### src/rtl/mem_port_arbiter_if.sv
// Fetch, data and memory-side signal bundle for mem_port_arbiter.
// slave is the arbiter's view; master is the pipeline plus memory model driving it.
interface mem_port_arbiter_if;
  logic        if_req;
  logic [31:0] if_addr;
  logic [31:0] if_rdata;
  logic        if_ack;

  logic        d_req;
  logic        d_we;
  logic [31:0] d_addr;
  logic [31:0] d_wdata;
  logic [3:0]  d_be;
  logic [31:0] d_rdata;
  logic        d_ack;

  logic        m_req;
  logic        m_we;
  logic [31:0] m_addr;
  logic [31:0] m_wdata;
  logic [3:0]  m_be;
  logic [31:0] m_rdata;
  logic        m_ready;

  modport slave (
    input  if_req, if_addr, d_req, d_we, d_addr, d_wdata, d_be, m_rdata, m_ready,
    output if_rdata, if_ack, d_rdata, d_ack, m_req, m_we, m_addr, m_wdata, m_be
  );

  modport master (
    output if_req, if_addr, d_req, d_we, d_addr, d_wdata, d_be, m_rdata, m_ready,
    input  if_rdata, if_ack, d_rdata, d_ack, m_req, m_we, m_addr, m_wdata, m_be
  );
endinterface

### src/rtl/mem_port_arbiter.sv
// Arbitrates fetch and load/store onto one memory port; ack arrives >=2 cycles after request.
// Requesters stall until ack; memory stalls via m_ready; a stuck access is aborted after TIMEOUT cycles.
module mem_port_arbiter #(
  parameter int unsigned MAX_DATA_STREAK = 3,
  parameter logic [7:0]  TIMEOUT         = 8'd64
) (
  input  logic              clk,
  input  logic              rst_n,
  mem_port_arbiter_if.slave bus,
  output logic              busy_o,
  output logic              timeout_err_o
);

  typedef enum logic [1:0] {IDLE, ISSUE_I, ISSUE_D, RESP} state_t;

  localparam logic [3:0] STREAK_MAX = 4'(MAX_DATA_STREAK);

  state_t      state_q, state_d;
  logic        m_req_q, m_req_d;
  logic        m_we_q, m_we_d;
  logic [31:0] m_addr_q, m_addr_d;
  logic [31:0] m_wdata_q, m_wdata_d;
  logic [3:0]  m_be_q, m_be_d;
  logic        if_ack_q, if_ack_d;
  logic [31:0] if_rdata_q, if_rdata_d;
  logic        d_ack_q, d_ack_d;
  logic [31:0] d_rdata_q, d_rdata_d;
  logic [3:0]  streak_q, streak_d;
  logic [7:0]  tmo_cnt_q, tmo_cnt_d;
  logic        tmo_err_q, tmo_err_d;
  logic        busy_q, busy_d;
  logic        tmo_hit;
  logic        data_wins;

  // The counter holds cycles already spent, so the limit is hit during the TIMEOUT-th issue cycle.
  assign tmo_hit   = (TIMEOUT != 8'd0) && (tmo_cnt_q == (TIMEOUT - 8'd1));
  assign data_wins = bus.d_req && !(bus.if_req && (streak_q == STREAK_MAX));

  always_comb begin
    state_d    = state_q;
    m_req_d    = m_req_q;
    m_we_d     = m_we_q;
    m_addr_d   = m_addr_q;
    m_wdata_d  = m_wdata_q;
    m_be_d     = m_be_q;
    if_ack_d   = 1'b0;
    if_rdata_d = '0;
    d_ack_d    = 1'b0;
    d_rdata_d  = '0;
    streak_d   = streak_q;
    tmo_cnt_d  = tmo_cnt_q;
    tmo_err_d  = tmo_err_q;

    case (state_q)
      IDLE: begin
        if (data_wins) begin
          state_d   = ISSUE_D;
          m_req_d   = 1'b1;
          m_we_d    = bus.d_we;
          m_addr_d  = bus.d_addr;
          m_wdata_d = bus.d_wdata;
          m_be_d    = bus.d_be;
          tmo_cnt_d = '0;
          if (bus.if_req && (streak_q != 4'hF)) begin
            streak_d = streak_q + 4'd1;
          end
        end else if (bus.if_req) begin
          state_d   = ISSUE_I;
          m_req_d   = 1'b1;
          m_we_d    = 1'b0;
          m_addr_d  = bus.if_addr;
          m_wdata_d = '0;
          m_be_d    = 4'hF;
          tmo_cnt_d = '0;
          streak_d  = '0;
        end
      end
      ISSUE_I, ISSUE_D: begin
        if (bus.m_ready || tmo_hit) begin
          state_d = RESP;
          m_req_d = 1'b0;
          if (state_q == ISSUE_I) begin
            if_ack_d   = 1'b1;
            if_rdata_d = bus.m_ready ? bus.m_rdata : '0;
          end else begin
            d_ack_d   = 1'b1;
            d_rdata_d = (bus.m_ready && !m_we_q) ? bus.m_rdata : '0;
          end
          if (!bus.m_ready) begin
            tmo_err_d = 1'b1;
          end
        end else begin
          tmo_cnt_d = tmo_cnt_q + 8'd1;
        end
      end
      RESP:    state_d = IDLE;
      default: state_d = IDLE;
    endcase

    busy_d = (state_d != IDLE);
  end

  always_ff @(posedge clk or negedge rst_n) begin
    if (!rst_n) begin
      state_q    <= IDLE;
      m_req_q    <= 1'b0;
      m_we_q     <= 1'b0;
      m_addr_q   <= '0;
      m_wdata_q  <= '0;
      m_be_q     <= '0;
      if_ack_q   <= 1'b0;
      if_rdata_q <= '0;
      d_ack_q    <= 1'b0;
      d_rdata_q  <= '0;
      streak_q   <= '0;
      tmo_cnt_q  <= '0;
      tmo_err_q  <= 1'b0;
      busy_q     <= 1'b0;
    end else begin
      state_q    <= state_d;
      m_req_q    <= m_req_d;
      m_we_q     <= m_we_d;
      m_addr_q   <= m_addr_d;
      m_wdata_q  <= m_wdata_d;
      m_be_q     <= m_be_d;
      if_ack_q   <= if_ack_d;
      if_rdata_q <= if_rdata_d;
      d_ack_q    <= d_ack_d;
      d_rdata_q  <= d_rdata_d;
      streak_q   <= streak_d;
      tmo_cnt_q  <= tmo_cnt_d;
      tmo_err_q  <= tmo_err_d;
      busy_q     <= busy_d;
    end
  end

  assign bus.m_req    = m_req_q;
  assign bus.m_we     = m_we_q;
  assign bus.m_addr   = m_addr_q;
  assign bus.m_wdata  = m_wdata_q;
  assign bus.m_be     = m_be_q;
  assign bus.if_ack   = if_ack_q;
  assign bus.if_rdata = if_rdata_q;
  assign bus.d_ack    = d_ack_q;
  assign bus.d_rdata  = d_rdata_q;
  assign busy_o       = busy_q;
  assign timeout_err_o = tmo_err_q;

endmodule
### src/flat_wrapper.sv
// flat-port wrapper written by rule: the top's interface ports become plain ports
module mem_port_arbiter_flat 
#(
  parameter int unsigned MAX_DATA_STREAK = 3,
  parameter logic [7:0]  TIMEOUT         = 8'd64
)
  (clk, rst_n, busy_o, timeout_err_o, bus_if_req, bus_if_addr, bus_d_req, bus_d_we, bus_d_addr, bus_d_wdata, bus_d_be, bus_m_rdata, bus_m_ready, bus_if_rdata, bus_if_ack, bus_d_rdata, bus_d_ack, bus_m_req, bus_m_we, bus_m_addr, bus_m_wdata, bus_m_be);
  mem_port_arbiter_if bus_i ();
  input  logic clk;
  input  logic rst_n;
  output logic busy_o;
  output logic timeout_err_o;
  input wire logic [$bits(bus_i.if_req)-1:0] bus_if_req;
  input wire logic [$bits(bus_i.if_addr)-1:0] bus_if_addr;
  input wire logic [$bits(bus_i.d_req)-1:0] bus_d_req;
  input wire logic [$bits(bus_i.d_we)-1:0] bus_d_we;
  input wire logic [$bits(bus_i.d_addr)-1:0] bus_d_addr;
  input wire logic [$bits(bus_i.d_wdata)-1:0] bus_d_wdata;
  input wire logic [$bits(bus_i.d_be)-1:0] bus_d_be;
  input wire logic [$bits(bus_i.m_rdata)-1:0] bus_m_rdata;
  input wire logic [$bits(bus_i.m_ready)-1:0] bus_m_ready;
  output wire logic [$bits(bus_i.if_rdata)-1:0] bus_if_rdata;
  output wire logic [$bits(bus_i.if_ack)-1:0] bus_if_ack;
  output wire logic [$bits(bus_i.d_rdata)-1:0] bus_d_rdata;
  output wire logic [$bits(bus_i.d_ack)-1:0] bus_d_ack;
  output wire logic [$bits(bus_i.m_req)-1:0] bus_m_req;
  output wire logic [$bits(bus_i.m_we)-1:0] bus_m_we;
  output wire logic [$bits(bus_i.m_addr)-1:0] bus_m_addr;
  output wire logic [$bits(bus_i.m_wdata)-1:0] bus_m_wdata;
  output wire logic [$bits(bus_i.m_be)-1:0] bus_m_be;
  assign bus_i.if_req = bus_if_req;
  assign bus_i.if_addr = bus_if_addr;
  assign bus_i.d_req = bus_d_req;
  assign bus_i.d_we = bus_d_we;
  assign bus_i.d_addr = bus_d_addr;
  assign bus_i.d_wdata = bus_d_wdata;
  assign bus_i.d_be = bus_d_be;
  assign bus_i.m_rdata = bus_m_rdata;
  assign bus_i.m_ready = bus_m_ready;
  assign bus_if_rdata = bus_i.if_rdata;
  assign bus_if_ack = bus_i.if_ack;
  assign bus_d_rdata = bus_i.d_rdata;
  assign bus_d_ack = bus_i.d_ack;
  assign bus_m_req = bus_i.m_req;
  assign bus_m_we = bus_i.m_we;
  assign bus_m_addr = bus_i.m_addr;
  assign bus_m_wdata = bus_i.m_wdata;
  assign bus_m_be = bus_i.m_be;
  mem_port_arbiter #(.MAX_DATA_STREAK(MAX_DATA_STREAK), .TIMEOUT(TIMEOUT)) u_core (.clk(clk), .rst_n(rst_n), .bus(bus_i), .busy_o(busy_o), .timeout_err_o(timeout_err_o));
endmodule
### config.mk
export PLATFORM = sky130hd
export DESIGN_NAME = mem_port_arbiter_flat
export DESIGN_NICKNAME = d
export VERILOG_FILES = /design/src/rtl/mem_port_arbiter_if.sv /design/src/rtl/mem_port_arbiter.sv /design/src/flat_wrapper.sv
export SDC_FILE = /design/constraint.sdc
export NUM_CORES = 1
export LEC_CHECK = 0
export BUFFER_PORTS_ARGS = -buffer_cell sky130_fd_sc_hd__buf_2
export CAP_MARGIN = 20
export CORE_UTILIZATION = 40
export DETAILED_ROUTE_END_ITERATION = 6
export GPL_ROUTABILITY_DRIVEN = 0
export PLACE_DENSITY = 0.7
export SYNTH_ARGS = -nofsm -noshare
export SYNTH_HDL_FRONTEND = slang
export SYNTH_SLANG_ARGS = --single-unit
export TNS_END_PERCENT = 30
### constraint.sdc
create_clock -name clk -period 3.7 [get_ports clk]
set_input_delay 0.74 -clock clk [delete_from_list [all_inputs] [get_ports clk]]
set_output_delay 0.74 -clock clk [all_outputs]
set_load 0.05 [all_outputs]
==> impl_metrics.yaml <==
timing:
  worst_pin_slew_ns: 0.9171
  rsz0062_at_grt: "no"
  finalCritPeriodShare_pct: 58.50
  finalSetupViolCount: 0
  maxSlewViolCount: 0
  final.min_clock_period_ns: 2.164
  max_freq_ghz: 0.4620
  hold_ws_ns: 0.4098
  fin_worst_skew_ns: 0.008009
  final_hold_viol_count: 0
  slew_headroom_pct: 38.86
  fin_setup_tns_ns: 0
route:
  remaining_drc_errors: 46
  vias: 4758
  ant_nets: 0
  wl_per_cell_um: 14.74
  dr.pass1.iters: 7
  drt_iter0_drc: 221
  vias_per_cell: 4.711
  drt_wl_total_mm: 14.89
placed_design:
  hpwlAfterDp_mm: 10.52
  portBuffers: 275
clock_tree:
  clk_pin_slew_ns: 0.06
  clockBufferDepth: 2
  cts_sinks: 152
  cts_tree: "built"
  cts_resized: 0
  cts_hold_buf: 0
  clk_latency_ns: 0.41
  ctsHtreeMaxLevel: 4
  cts_buffers: 17
  post-cts-setup-buffers: 0
  root_buffer: "clkbuf_16"
synthesis:
  synth_edf_count: 0
  synth.top_cell.area_share_pct: 63.02
  ys_types: 37
  synth_fp_nets: 683
  ys_async_sr_fraction_pct: 100.0
  syn_avg_cell_area_um2: 11.18
  synth-seq-cells: 152
  seq_area_frac_synth_pct: 63.02
  netlist_area_um2: 6036
  synthTopCellsByArea: "dfrtp_1, and2_1, nand2_1, mux2i_1, o21ai_0"
  synth_ff_type: "dfrtp_1"
  postSynthCellCount: 540
  yosys_warnings: 0
  synth.largest_area_cell: "dfrtp_1"
critical_path:
  cp-start-kind: "flop"
  worstPathCellList: "ha_1 > nor3b_2 > a21bo_4 > buf_4 > o21ai_0"
  reg2reg_slack_ns: 1.54
  crit_fanout: 57
  worst_setup_path_end_kind: "flop"
  critPathArrivalTime_ns: 2.44
  slowest_delay_ns: 0.72
  cp_data_required_time_ns: 3.98
  crit_slowest_cell: "a21bo_4"
  rr_worst_depth: 5
  crit_type: "flop to flop"
global_route:
  grt_pass1_wl_mm: 23.88
  antenna_found_initial: 1
  grt_max_degree: 96
  grt_pass1_vias: 4844
  gr-total-overflow: 0
  grtUsageTotal_pct: 19.70
cells_and_area:
  diodes: 0
  nNetsFinal: 956
  syn_to_final_growth_pct: 34.41
  drive_gt1_share_pct: 39.10
floorplanning:
  die_y_um: 124.8
  ioPinCount: 276
  core_area_um2: 14640
  die_area_um2: 15590
  placementRows: 44
  start_util_pct: 41.22
  die_w_um: 124.8
pwr:
  finalPower_w: 0.007968
  p_leak_nw: 4.443
  ir_drop_mv: 0.4479
  powerDensity_nw_per_um2: 982.2
run:
  drv_cap: 0
outcome:
  violations: "design-rule violations"
  status: "finished, violations left"
worst_hold_path:
  min_path_type: "input port to asynchronous set/reset pin"
==> kinds of logic after synthesis <==
| logic type | Yosys count | share of synthesized area [%] |
|---|---|---|
| AND/OR/NAND/NOR | 208 | 16.75 |
| flip-flops | 152 | 63.02 |
| adder cells (fa/ha/maj) | 5 | 1.036 |
| buffers and inverters | 36 | 3.607 |
| AO/OA/AOI/OAI | 105 | 9.909 |
| multiplexers | 34 | 5.680 |
==> worst max-delay path: cells and delay by family, from the launching register on <==
family,cells,cell delay (ns)
adder cells (fa/ha/maj),1,0.21
AND/OR/NAND/NOR,1,0.23
buffers and inverters,1,0.31
flip-flops,1,0.38
AO/OA/AOI/OAI,2,0.83
==> synth_stat cells (2+ instances only) <==
cell	n
a21o_1	3
a21oi_1	7
a22o_1	4
and2_1	66
and3_1	2
buf_12	4
buf_2	14
clkbuf_1	11
dfrtp_1	152
ha_1	5
inv_1	6
mux2_2	2
mux2i_1	32
nand2_1	105
nand3_1	5
nand4_1	2
nor2_1	16
nor2b_1	5
o21a_1	2
o21ai_0	54
o21ai_1	26
o31ai_1	2
==> where the power goes <==
part	switching [W]	internal (W)
combinational	0.00292	0.000880
clock	0.000696	0.000989
sequential	0.000256	0.00223
==> per-stage QoR <==
| stage | std cells | instance area (um2) | setup slack [ns] | util [%] |
|---|---|---|---|---|
| floorplan | 540 | 6036 | 1.919 | - |
| global placement | 978 | 7532 | 1.380 | 51.44 |
| detailed placement | 978 | 7532 | 1.379 | 51.44 |
| CTS | 1010 | 8113 | 1.489 | 55.40 |
| global route | 1010 | 8113 | 1.324 | 55.40 |
| finish | 1010 | 8113 | 1.536 | 55.40 |
==> layer usage <==
metal | up-vias | wire, um | share of wire, % | track usage, %
li1 | 2334 | - | - | -
met1 | 2218 | 5987 | 40 | 22.28
met2 | 193 | 7256 | 49 | 33.91
met3 | 11 | 1476 | 9.9 | 8.763
met4 | 2 | 156 | 1.0 | 4.950
met5 | - | 13 | 0.087 | 0
==> path summary, 6_finish.rpt <==
check	from	end
setup / recovery	u_core.streak_q[1]	u_core.bus.m_wdata[2]
hold / removal	rst_n	u_core.bus.d_rdata[21]
setup reg to reg	u_core.streak_q[1]	u_core.bus.m_wdata[2]
hold reg to reg	u_core.timeout_err_o	u_core.timeout_err_o
max in group asynchronous	rst_n	u_core.bus.m_addr[7]
min in group clk	u_core.timeout_err_o	u_core.timeout_err_o
==> layout make-up <==
class                      instances  area [um2]
tap                              184       230.2
multi-input combinational        352        2026
clock buffer                      20       466.7
sequential                       152        3804
inverter                           6       22.52
fill                            1335        6531
clock inverter                    12       113.9
timing repair buffer             284        1450
==> state kept, by name, summed over array words and instances (netlist names), 2 cells and up <==
name,flops
u_core.bus.m_addr,32
u_core.bus.if_rdata,32
u_core.bus.d_rdata,32
u_core.streak_q,4
u_core.state_q,2
u_core.tmo_cnt_q,8
u_core.bus.m_be,4
u_core.bus.m_wdata,32
==> cell usage in the layout, fill, tap and decap left out, types with 2 or more instances in the layout <==
master and instances:
nor2b_1 5, o21a_1 2, o21ai_1 26, dfrtp_1 152, nand4_1 2, a21o_1 3
clkinv_2 3, o21ai_0 53, and3_1 2, buf_4 9, o31ai_1 2, and2_1 66
buf_2 274, nand3_1 5, a22o_1 4, clkbuf_8 3, inv_1 6, inv_6 4
nand2_1 105, nor2_1 16, clkbuf_16 17, a21oi_1 7, mux2i_1 32, mux2_2 2
clkinvlp_4 3, ha_1 5
Note: power is estimated with default switching activity, not from simulation.
